--- config.mk ---
export PLATFORM = sky130hd
export DESIGN_NAME = haar_stream_ctrl
export DESIGN_NICKNAME = d
export VERILOG_FILES = /design/src/rtl/haar_stream_ctrl.sv
export SDC_FILE = /design/constraint.sdc
export NUM_CORES = 1
export LEC_CHECK = 0
export CORE_MARGIN = 2
export CORE_UTILIZATION = 30
export CTS_CLUSTER_DIAMETER = 50
export DETAILED_ROUTE_END_ITERATION = 10
export PLACE_DENSITY_LB_ADDON = 0.08
export SYNTH_ARGS = -nofsm -noshare
export SYNTH_HDL_FRONTEND = slang
export SYNTH_SLANG_ARGS = --single-unit
--- constraint.sdc ---
create_clock -name clk -period 5.05 [get_ports clk]
set_clock_uncertainty 0.2 [all_clocks]
set_input_delay 0.7575 -clock clk [delete_from_list [all_inputs] [get_ports clk]]
set_output_delay 0.7575 -clock clk [all_outputs]
set_load 0.01 [all_outputs]
--- src/rtl/haar_stream_ctrl.sv ---
// haar_stream_ctrl: sequencing controller for the Haar filter bank.
// Accepts a valid/ready sample stream, issues single-cycle enable pulses to
// the bank with a guaranteed minimum spacing, and funnels the bank's
// per-word output strobes through a first-word-fall-through FIFO into one
// tagged valid/ready output stream.
module haar_stream_ctrl #(
  parameter int STAGES     = 4,
  parameter int IN_WIDTH   = 16,
  parameter int OUT_WIDTH  = 16,
  parameter int EN_GAP     = 2,
  parameter int FIFO_DEPTH = 16
) (
  input  logic                            clk,
  input  logic                            rst,
  input  logic                            clr,
  input  logic                            in_valid,
  output logic                            in_ready,
  input  logic [IN_WIDTH-1:0]             in_data,
  output logic                            filt_rst,
  output logic                            filt_en,
  output logic [IN_WIDTH-1:0]             filt_data,
  input  logic [STAGES:0]                 filt_strobes,
  input  logic [OUT_WIDTH*(STAGES+1)-1:0] filt_dout,
  output logic                            out_valid,
  input  logic                            out_ready,
  output logic [OUT_WIDTH-1:0]            out_data,
  output logic [3:0]                      out_word,
  output logic [31:0]                     sample_cnt,
  output logic                            ovf_err,
  output logic                            multi_err
);

  localparam int NW = STAGES + 1;             // number of bank output words
  localparam int AW = $clog2(FIFO_DEPTH);     // FIFO address width
  localparam int CW = AW + 1;                 // FIFO occupancy width (0..DEPTH)
  localparam int EW = 4 + OUT_WIDTH;          // FIFO entry: {index, word}
  localparam int HW = (EN_GAP > 2) ? $clog2(EN_GAP - 1) : 1;
  localparam logic [HW-1:0] HOLD_LAST = HW'((EN_GAP > 2) ? EN_GAP - 3 : 0);
  localparam logic [NW-1:0] ONE_NW    = NW'(1);
  localparam logic [CW-1:0] DEPTH_CW  = CW'(FIFO_DEPTH);
  localparam logic [CW-1:0] HEADROOM  = CW'(4);

  typedef enum logic [1:0] {
    ST_IDLE,
    ST_EN,
    ST_HOLD
  } state_t;

  // ---------------------------------------------------------------------
  // Declarations
  // ---------------------------------------------------------------------
  state_t                state_reg, state_next;
  logic [HW-1:0]         hold_cnt_reg, hold_cnt_next;
  logic [IN_WIDTH-1:0]   filt_data_reg;
  logic [31:0]           sample_cnt_reg;
  logic                  filt_rst_reg;
  logic                  ovf_err_reg;
  logic                  multi_err_reg;

  logic [EW-1:0]         mem [FIFO_DEPTH];
  logic [AW-1:0]         wr_ptr_reg;
  logic [AW-1:0]         rd_ptr_reg;
  logic [AW-1:0]         rd_ptr_next;
  logic [CW-1:0]         count_reg;
  logic [EW-1:0]         head_reg;

  logic [OUT_WIDTH-1:0]  word_slice [NW];
  logic [3:0]            sel_idx;
  logic [OUT_WIDTH-1:0]  sel_word;
  logic [EW-1:0]         push_entry;

  logic                  accept;
  logic                  cap_block;
  logic                  push_req;
  logic                  multi_hit;
  logic                  push;
  logic                  pop;
  logic                  full;
  logic                  out_valid_int;
  logic                  ovf_hit;

  // ---------------------------------------------------------------------
  // Bank output word slices
  // ---------------------------------------------------------------------
  genvar gi;
  generate
    for (gi = 0; gi < NW; gi++) begin : g_slice
      assign word_slice[gi] = filt_dout[gi*OUT_WIDTH +: OUT_WIDTH];
    end
  endgenerate

  // ---------------------------------------------------------------------
  // Input handshake: room for two in-flight samples' worth of outputs
  // ---------------------------------------------------------------------
  assign in_ready = (state_reg == ST_IDLE) & ~rst & ~clr &
                    ((DEPTH_CW - count_reg) >= HEADROOM);
  assign accept   = in_valid & in_ready;

  // FSM state register and pulse-spacing counter
  always_ff @(posedge clk) begin
    if (rst) begin
      state_reg    <= ST_IDLE;
      hold_cnt_reg <= '0;
    end else begin
      state_reg    <= state_next;
      hold_cnt_reg <= hold_cnt_next;
    end
  end

  // FSM next state and enable pulse; rst/clr force IDLE from any state
  always_comb begin
    state_next    = state_reg;
    hold_cnt_next = hold_cnt_reg;
    filt_en       = 1'b0;
    unique case (state_reg)
      ST_IDLE: begin
        if (accept) state_next = ST_EN;
      end
      ST_EN: begin
        filt_en       = ~rst;
        hold_cnt_next = '0;
        state_next    = (EN_GAP > 2) ? ST_HOLD : ST_IDLE;
      end
      ST_HOLD: begin
        if (hold_cnt_reg == HOLD_LAST) state_next = ST_IDLE;
        else hold_cnt_next = hold_cnt_reg + HW'(1);
      end
      default: state_next = ST_IDLE;
    endcase
    if (rst || clr) begin
      state_next    = ST_IDLE;
      hold_cnt_next = '0;
    end
  end

  // Sample capture and accepted-sample counter (both survive clr)
  always_ff @(posedge clk) begin
    if (rst) begin
      filt_data_reg  <= '0;
      sample_cnt_reg <= '0;
    end else if (accept) begin
      filt_data_reg  <= in_data;
      sample_cnt_reg <= sample_cnt_reg + 32'd1;
    end
  end

  // Bank reset follows rst/clr by one cycle
  always_ff @(posedge clk) begin
    filt_rst_reg <= rst | clr;
  end

  // ---------------------------------------------------------------------
  // Strobe capture: lowest set strobe bit wins
  // ---------------------------------------------------------------------
  // Priority select scanning from the top so the lowest set bit is last
  always_comb begin
    sel_idx  = '0;
    sel_word = '0;
    for (int i = NW - 1; i >= 0; i--) begin
      if (filt_strobes[i]) begin
        sel_idx  = 4'(i);
        sel_word = word_slice[i];
      end
    end
  end

  assign cap_block  = rst | clr | filt_rst_reg;
  assign push_req   = (|filt_strobes) & ~cap_block;
  assign multi_hit  = push_req & (|(filt_strobes & (filt_strobes - ONE_NW)));
  assign push_entry = {sel_idx, sel_word};

  // ---------------------------------------------------------------------
  // Output FIFO (first-word-fall-through via a registered head entry)
  // ---------------------------------------------------------------------
  assign full          = (count_reg == DEPTH_CW);
  assign out_valid_int = (count_reg != '0) & ~rst;
  assign pop           = out_valid_int & out_ready;
  assign push          = push_req & (~full | pop);
  assign ovf_hit       = push_req & full & ~pop;
  assign rd_ptr_next   = pop ? (rd_ptr_reg + AW'(1)) : rd_ptr_reg;

  // Storage array: write port only, no reset
  always_ff @(posedge clk) begin
    if (push) mem[wr_ptr_reg] <= push_entry;
  end

  // Pointers, occupancy and head register; a write landing on the next
  // head slot is forwarded so a push into an empty FIFO shows next cycle
  always_ff @(posedge clk) begin
    if (rst || clr) begin
      wr_ptr_reg <= '0;
      rd_ptr_reg <= '0;
      count_reg  <= '0;
      head_reg   <= '0;
    end else begin
      if (push) wr_ptr_reg <= wr_ptr_reg + AW'(1);
      rd_ptr_reg <= rd_ptr_next;
      unique case ({push, pop})
        2'b10:   count_reg <= count_reg + CW'(1);
        2'b01:   count_reg <= count_reg - CW'(1);
        default: count_reg <= count_reg;
      endcase
      if (push && (wr_ptr_reg == rd_ptr_next)) head_reg <= push_entry;
      else head_reg <= mem[rd_ptr_next];
    end
  end

  // Sticky error flags, cleared by rst or clr
  always_ff @(posedge clk) begin
    if (rst || clr) begin
      ovf_err_reg   <= 1'b0;
      multi_err_reg <= 1'b0;
    end else begin
      if (ovf_hit)   ovf_err_reg   <= 1'b1;
      if (multi_hit) multi_err_reg <= 1'b1;
    end
  end

  // ---------------------------------------------------------------------
  // Outputs: held at reset values during the rst cycle itself
  // ---------------------------------------------------------------------
  assign filt_rst   = filt_rst_reg;
  assign filt_data  = rst ? '0 : filt_data_reg;
  assign sample_cnt = rst ? '0 : sample_cnt_reg;
  assign out_valid  = out_valid_int;
  assign out_data   = rst ? '0 : head_reg[OUT_WIDTH-1:0];
  assign out_word   = rst ? '0 : head_reg[EW-1 -: 4];
  assign ovf_err    = ovf_err_reg & ~rst;
  assign multi_err  = multi_err_reg & ~rst;

endmodule

==> impl_metrics.toml, run 1 <==
[yosys]
synth_top_cells_by_count = "304 x edfxtp_1, 149 x nor2_1, 130 x nand2_1"
yosys_warnings = 0
synth_area_mm2 = 0.0188
synth_area_leaders = "edfxtp_1 49%, dfxtp_1 9.0%, mux2i_1 6.7%"
syn_inst = 1671
syn_avg_cell_area_um2 = 11.2
yosysSeqAreaShare_pct = 57.6
synth_seq_cells = 388
synth_most_common_cell = "edfxtp_1"
yosysTopAreaCell = "edfxtp_1"
synth-main-ff-cell = "edfxtp_1"
synth.top_cell.area_share_pct = 48.7
yosysUniqueCellTypes = 65
syn_nets = 1786
synth-edff-count = 304
synthArstFlopShare_pct = 0

[power_and_ir_drop]
power_density_mw_per_mm2 = 325
vdd_ir_drop_max_uv = 228
p_leak_nw = 7.53

[global_route]
gr-usage-all-layers_pct = 20.2
grt_remaining_overflow = 0
antenna_found_initial = 0
grt_max_degree = 105
use_met1_pct = 27.2
grt_pass1_wl_mm = 95.7
met3_usage_pct = 3.90
met2_usage_pct = 33.1
busiest_layer = "met2"
grt_pass1_vias = 13999

[floorplan]
core_area_mm2 = 0.0617
die_h_um = 254
num_io_pins = 180
dieWidth_um = 254
num_rows = 91
start_util_pct = 30.4
die_area_mm2 = 0.0645

[sta]
tns_ps = 0
fin_ws_ps = 1060
period_minus_slack_ps = 3990
maxSlewHeadroom_pct = 18.7
setup_viol = 0
rsz0062_at_grt = "no"
post-route-period-util_pct = 79.1
max_freq_mhz = 250
hold_viol = 0
worst_pin_slew_ps = 1220
final_max_slew_viol_count = 0

[clock_tree]
cts_resized = 0
htree_levels = 2
cts_made_buffers = 51
clk_latency_ps = 590
cts_buffer_depth = 3
cts_hold_buf = 0
tritoncts = "done"
post_cts_buffers = 0
cts_sinks = 388
clk_pin_slew_ps = 60
root_buffer = "clkbuf_16"

[critical_path]
crit_family = "simple AND/OR/NAND/NOR gates"
max_stage_delay_ps = 810
crit_path_end_kind = "register"
cp-start-kind = "register"
worst-path-buf-inv = 1
crit_path_max_fanout = 28
crit_slowest_cell = "nor4_1"
critical_path_class = "register to register"
worst_path_most_repeated_cell = "nor4_1"
path_cells = "nor4_1, ha_1, or3b_2, buf_4, nand3_1, nand2_1, nor4_1, nor4_1, o32ai_1"
critPathArrivalTime_ps = 4230
crit_required_ps = 5290

[placement]
dp_hpwl_mm = 42.6
finalWeightedCongestion = 0.768
numPortBuffers = 178
dp_slack_ps = 799

[min_path]
hp-class = "register to register"

[drt]
wl_mm = 66.3
drt-initial-drc-count = 1052
num_vias = 14359
wl_per_cell_um = 24.4
dr.pass1.iters = 5
antenna_left = 0
avgViaCountPerCell = 5.28
drc_errors = 0

[layout]
drive_gt1_share_pct = 10.5
largest_reg_flops = 304
num-nets-final = 1953
syn2layout_area_growth_pct = 25.4

[flow_run]
maxCapViolCount = 0

[run_status]
outcome = "finished, final reports clean"
==> worst register-to-register path, stage by stage, from the launching register on <==
cell and delay [ps]:
dfxtp_1 380, nor4_1 510, ha_1 450, or3b_2 530, buf_4 470, nand3_1 140
nand2_1 120, nor4_1 60, nor4_1 810, o32ai_1 190
==> cells by family after synthesis <==
group / count (synthesis) / share of synthesized area [%]
buffers and inverters: 165 / 3.64
and+or+nand+nor: 624 / 16.9
xor gates and xnor gates: 39 / 1.93
other: 1 / 0.0200
DFF: 388 / 57.6
adders and majority gates: 10 / 0.654
AOI/OAI and AO/OA: 313 / 12.0
muxes: 131 / 7.27
==> routing by layer <==
layer | vias to the layer above | share of wire [%]
met5 | - | 0
met4 | 0 | 2.2
met3 | 96 | 6.9
met2 | 467 | 46
met1 | 7096 | 45
li1 | 6700 | -
==> final timing paths <==
check / from / endpoint / slack (ps) / cells after the start
max: count_reg[1]$_SDFFE_PP0P_ / head_reg[13]$_SDFF_PP0_ / 1060 / 9
min: filt_data_reg[13]$_SDFFE_PP0P_ / filt_data_reg[13]$_SDFFE_PP0P_ / 250 / 2
max reg2reg: count_reg[1]$_SDFFE_PP0P_ / head_reg[13]$_SDFF_PP0_ / 1060 / 9
min reg2reg: filt_data_reg[13]$_SDFFE_PP0P_ / filt_data_reg[13]$_SDFFE_PP0P_ / 250 / 2
==> per-stage QoR <==
| step | cells | power, W | util [%] | area [um2] | hold WS (ps) |
|---|---|---|---|---|---|
| 2_1_floorplan | 1671 | 0.00372 | - | 18800 | 229 |
| 3_3_place_gp | 2622 | 0.00393 | 35.2 | 21700 | 238 |
| 3_5_place_dp | 2622 | 0.00394 | 35.2 | 21700 | 242 |
| 4_1_cts | 2717 | 0.00773 | 38.1 | 23500 | 250 |
| 5_1_grt | 2717 | 0.00787 | 38.1 | 23500 | 267 |
| 6_report | 2720 | 0.00763 | 38.1 | 23500 | 247 |
==> placed cells by master (no fill, tap or decap), drive strengths merged, types with 10 or more instances in the layout <==
cell type / synthesis / layout
clkbuf: 79 / 78
dfxtp: 84 / 84
nor4: 74 / 74
o21a: 17 / 17
inv: 28 / 29
nor2: 151 / 151
clkdlybuf4s50: 0 / 176
xor2: 17 / 17
clkinv: 2 / 10
nand4: 20 / 20
o22ai: 76 / 76
a2111oi: 18 / 18
a21oi: 42 / 42
o221ai: 38 / 38
nor2b: 120 / 120
nor3: 34 / 34
a211oi: 70 / 70
o32ai: 16 / 16
mux2i: 125 / 125
a221oi: 16 / 16
nand2: 130 / 130
edfxtp: 304 / 304
xnor2: 21 / 21
nand3: 60 / 60
buf: 56 / 73
==> report_power, final <==
| part | switching (W) | internal (W) |
|---|---|---|
| registers | 0.0000103 | 0.00348 |
| logic | 0.000227 | 0.000146 |
| clock network | 0.00141 | 0.00235 |
==> area by class of cell <==
type,count,area [um2]
Tap cell,837,1050
Fill cell,6009,38200
Antenna cell,3,7.51
Clock inverter,17,233
Clock buffer,78,1540
Multi-Input combinational cell,1118,7350
Inverter,30,113
Timing Repair Buffer,249,2410
Sequential cell,388,10800
Power figures use the tool's default switching activity.
==> run 2: changes to the inputs <==
Clock period 5.05 ns to 3.7 ns, I/O delays scaled along.
==> run 2 against run 1 <==
Via count rose by 1.0%. Worst hold slack worse by 180 ps. Global-route usage fell by 0.29 points. Die area did not move. Critical path depth grew 2. Wire length fell by 1.8%.
==> impl_metrics.toml, run 2 (synthesis results as in run 1) <==
[sta]
worst_pin_slew_ps = 839
maxSlewHeadroom_pct = 44.1
setup_viol = 0
max_freq_mhz = 286
rsz0062_at_grt = "no"
post-route-period-util_pct = 94.4
period_minus_slack_ps = 3490
hold_ws_ps = 62.5
hold_viol = 0
final_max_slew_viol_count = 0

[layout]
final_cell_mix = "304 x edfxtp_1, 176 x clkdlybuf4s50_1, 137 x nor2_1"
num-nets-final = 2005
layout_commonest_cell = "edfxtp_1"
finalNonFillerCells = 2774
drive_gt1_share_pct = 13.1
largest_reg_flops = 304
syn2layout_area_growth_pct = 29.0
n_antenna_cell = 0

[critical_path]
critical_path_class = "register to register"
max_stage_delay_ps = 490
crit_path_end_kind = "register"
r2r_cells = 11
cp-start-kind = "register"
crit_required_ps = 4040
critPathArrivalTime_ps = 3830
path_cells = "nor4_2, ha_1, buf_4, nor3b_2, buf_12, or3_1, buf_12, o22ai_1, nor4_1, o221ai_1, o21ai_0"
crit_path_max_fanout = 30
crit_slowest_cell = "nor4_1"
worst_path_most_repeated_cell = "buf_12"

[power_and_ir_drop]
p_switching_w = 0.00234
p_comb_share_pct = 5.2
swShare_pct = 22.5
vdd_ir_drop_max_uv = 350
p_leak_nw = 7.82
power_density_mw_per_mm2 = 431
p_clk_share_pct = 49.0
internal-power_w = 0.00808
p_seq_share_pct = 45.8

[clock_tree]
cts_buffer_depth = 3
root_buffer = "clkbuf_16"
clk_latency_ps = 620
tritoncts = "done"
cts_sinks = 388
clk_pin_slew_ps = 50
htree_levels = 2
cts_made_buffers = 55
cts_hold_buf = 0

[drt]
drc_errors = 0
dr.pass1.iters = 5
num_vias = 14508
wl_mm = 65.2
antenna_left = 0
wl_per_cell_um = 23.5
drt-initial-drc-count = 992
avgViaCountPerCell = 5.23

[global_route]
antenna_found_initial = 0
grt_pass1_wl_mm = 95.0
grt_remaining_overflow = 0
grt_max_degree = 105
gr-usage-all-layers_pct = 19.9
grt_pass1_vias = 14224

[floorplan]
dieWidth_um = 254
num_rows = 91
core_area_mm2 = 0.0617
die_area_mm2 = 0.0645
num_io_pins = 180
start_util_pct = 30.4
die_h_um = 254

[flow_run]
maxCapViolCount = 0

[placement]
numPortBuffers = 178
dp.cells = 2670
finalWeightedCongestion = 0.797
dp_hpwl_mm = 42.6

[run_status]
outcome = "finished, final reports clean"

[min_path]
hp-class = "input pin to register"
hold_depth = 2
-- run 2: changes by cell type in the layout (fill, tap and decap cells not counted), moves of 4 or more --
| cell | delta |
|---|---|
| buf_4 | +28 |
| buf_12 | +20 |
| clkbuf_8 | -6 |
| nor4_1 | -5 |
| nor4_2 | +5 |
| clkinv_2 | +4 |
| nor3_2 | -4 |
| nor3_4 | +4 |
-- run 2: final cells by class --
cell class | count | area (um2)
clock buffers | 77 | 1520
clock inverters | 27 | 279
fillers | 5970 | 37500
inverters | 30 | 113
multi-input cells | 1118 | 7400
flip-flops and latches | 388 | 10800
well taps | 837 | 1050
repair buffers | 297 | 3020
-- run 2: timing repair --
action / in CTS / in global routing
gates cloned: 0 / 0
gates resized for setup: 3 / 2
pin swaps: 0 / 0
endpoints found under the setup margin: 3 / 6
buffers inserted: 0 / 0
-- run 2: routing by layer --
metal  vias up  global-route usage, %  wire, um
met5         -                      0         0
met4         0                   7.08      1940
met3       102                   3.47      3700
met2       430                   32.5     30100
met1      7150                   26.6     29500
li1       6826                      -         -
-- run 2: power by group through the flow --
stage               registers, W  clock network [W]  logic, W
finish                   0.00477            0.00511  0.000542
global route             0.00477            0.00543  0.000584
CTS                      0.00477            0.00526  0.000549
detailed placement       0.00486                  0  0.000545
global placement         0.00486                  0  0.000543
floorplan                0.00485                  0  0.000221
-- run 2: worst max-delay path: cells and delay by family, from the launching register on --
family	cells	cell delay, ps
AOI/OAI and AO/OA	3	520
adders and majority gates	1	240
buffers and inverters	3	630
DFF	1	450
and+or+nand+nor	4	1360
-- run 2: per-stage QoR --
step | util (%) | power, W | setup slack (ps) | TNS [ps] | cell area, um2
2_1_floorplan | - | 0.00507 | 367 | 0 | 18800
3_3_place_gp | 36.2 | 0.00540 | -486 | -931 | 22400
3_5_place_dp | 36.2 | 0.00541 | -455 | -829 | 22400
4_1_cts | 39.2 | 0.0106 | 5.77 | 0 | 24200
5_1_grt | 39.2 | 0.0108 | 57.9 | 0 | 24200
6_report | 39.2 | 0.0104 | 208 | 0 | 24200
-- run 2: final timing paths --
check                                       from                        endpoint  slack [ps]
setup / recovery       count_reg[2]$_SDFFE_PP0P_         head_reg[17]$_SDFF_PP0_         210
hold / removal                               rst  filt_data_reg[12]$_SDFFE_PP0P_          60
setup reg to reg       count_reg[2]$_SDFFE_PP0P_         head_reg[17]$_SDFF_PP0_         210
hold reg to reg   filt_data_reg[14]$_SDFFE_PP0P_  filt_data_reg[14]$_SDFFE_PP0P_         250
==> run 3: changes to the inputs <==
--- a/config.mk
+++ b/config.mk
@@ -7,3 +7,2 @@
 export LEC_CHECK = 0
-export CORE_MARGIN = 2
 export CORE_UTILIZATION = 30
@@ -12,2 +11,3 @@
 export PLACE_DENSITY_LB_ADDON = 0.08
+export SKIP_CTS_REPAIR_TIMING = 1
 export SYNTH_ARGS = -nofsm -noshare
--- a/constraint.sdc
+++ b/constraint.sdc
@@ -4,2 +4,2 @@
 set_output_delay 0.555 -clock clk [all_outputs]
-set_load 0.01 [all_outputs]
+set_load 0.02 [all_outputs]
==> run 3 against run 2 <==
Clock power up 2%. Largest cell class unchanged. Register-to-register slack about the same. Highest routed layer unchanged. Non-clock buffer count down 11. Critical path type unchanged. Sequential power about the same. Core utilization down 0.14 points. Worst hold slack better by 180 ps. Setup slack better by 1.8 ps. Flip-flop and latch count unchanged. First-iteration DRC count down 1.2%.
==> impl_metrics.toml, run 3 (synthesis results as in run 1) <==
[drt]
wl_mm = 62.7
met3_length_mm = 3.06
wl_met2_mm = 29.1
dr.pass1.iters = 5
wl_met1_mm = 29.1
avgViaCountPerCell = 5.16
highest_layer = "met4"
antenna_left = 0
wl_per_cell_um = 22.7
drc_errors = 0
drt-initial-drc-count = 980
num_vias = 14245

[flow_run]
maxCapViolCount = 0

[layout]
fillers = 5984
final_area_mm2 = 0.0241
num-nets-final = 1994
n_antenna_cell = 0
largest_reg_flops = 304
drive_gt1_share_pct = 12.4
layout_commonest_cell = "edfxtp_1"
final_cell_mix = "304 x edfxtp_1, 176 x clkdlybuf4s50_1, 137 x nor2_1"
syn2layout_area_growth_pct = 28.6

[clock_tree]
tritoncts = "done"
htree_levels = 2
cts_buffer_depth = 3
cts_made_buffers = 55
clk_pin_slew_ps = 50
cts_sinks = 388
root_buffer = "clkbuf_16"
clk_latency_ps = 610

[floorplan]
dieWidth_um = 252
num_rows = 91
die_area_mm2 = 0.0635
start_util_pct = 30.4
die_h_um = 252
num_io_pins = 180
core_area_mm2 = 0.0617

[global_route]
grt_remaining_overflow = 0
grt_max_degree = 91
gr-usage-all-layers_pct = 19.4
antenna_found_initial = 0
grt_pass1_wl_mm = 91.9
grt_pass1_vias = 13972

[min_path]
hp-start = "filt_data_reg[3]$_SDFFE_PP0P_"
hp-class = "register to register"
hold_depth = 2

[placement]
dp_hpwl_mm = 41.9
finalWeightedCongestion = 0.760
dp_slack_ps = -22.6
numPortBuffers = 178
placed_area_mm2 = 0.0223

[sta]
hold_viol = 0
maxSlewHeadroom_pct = 38.3
rsz0062_at_grt = "no"
max_freq_mhz = 286
setup_viol = 0
post-route-period-util_pct = 94.3
fin_ws_ps = 210
worst_pin_slew_ps = 924
final_max_slew_viol_count = 0
period_minus_slack_ps = 3490
tns_ps = 0

[critical_path]
critical_path_class = "register to register"
crit_path_max_fanout = 17
crit_slowest_cell = "or3b_2"
critPathArrivalTime_ps = 3600
crit_required_ps = 3810
rr_startpoint = "count_reg[1]$_SDFFE_PP0P_"
r2r_cells = 7
startpoint = "count_reg[1]$_SDFFE_PP0P_"
cp-start-kind = "register"
crit_path_end_kind = "register"
max_stage_delay_ps = 720
path_cells = "nor4_2, ha_1, or3b_2, a21oi_2, nand2_1, nor2_2, buf_12"

[power_and_ir_drop]
power_density_mw_per_mm2 = 435
fin_total_pwr_w = 0.0105
p_leak_nw = 7.77
vdd_ir_drop_max_uv = 349

[run_status]
outcome = "finished, final reports clean"
[run 3: worst paths after layout]
path	to	slack, ps
worst min-delay path	filt_data_reg[3]$_SDFFE_PP0P_	250
worst max register to register	mem[11][3]$_DFFE_PP_	210
worst max-delay path	mem[11][3]$_DFFE_PP_	210
worst min register to register	filt_data_reg[3]$_SDFFE_PP0P_	250
[run 3: cell type report]
| class | count | area (um2) | share of cell area (%) |
|---|---|---|---|
| Clock buffer | 67 | 1440 | 5.98 |
| Clock inverter | 35 | 365 | 1.52 |
| Inverter | 30 | 113 | 0.467 |
| Multi-Input combinational cell | 1118 | 7380 | 30.6 |
| Sequential cell | 388 | 10800 | 44.9 |
| Tap cell | 837 | 1050 | 4.34 |
| Timing Repair Buffer | 286 | 2950 | 12.2 |
[run 3: routing by layer]
metal  up-vias  GRT usage (%)
met5         -              0
met4         0           5.78
met3        85           3.06
met2       369           31.6
met1      6991           26.6
li1       6800              -
[run 3: where the power goes]
| group | internal [W] | switching (W) | leakage, nW |
|---|---|---|---|
| clock network | 0.00313 | 0.00205 | 0.866 |
| logic | 0.000220 | 0.000315 | 3.46 |
| registers | 0.00476 | 0.0000134 | 3.44 |
| total | 0.00811 | 0.00238 | 7.77 |
[run 3: through the flow]
| stage | instances | hold WS, ps | util (%) |
|---|---|---|---|
| detailed placement | 2659 | 242 | 36.1 |
| floorplan | 1671 | 229 | - |
| finish | 2761 | 247 | 39.1 |
| CTS | 2761 | 250 | 39.1 |
| global placement | 2659 | 238 | 36.1 |
| global route | 2761 | 272 | 39.1 |
[run 3: worst max-delay path, delay by kind of cell, from the launching register on]
| kind | cells | cell delay (ps) |
|---|---|---|
| buffers and inverters | 1 | 230 |
| DFF | 1 | 470 |
| and+or+nand+nor | 4 | 1490 |
| AOI/OAI and AO/OA | 1 | 540 |
| adders and majority gates | 1 | 250 |
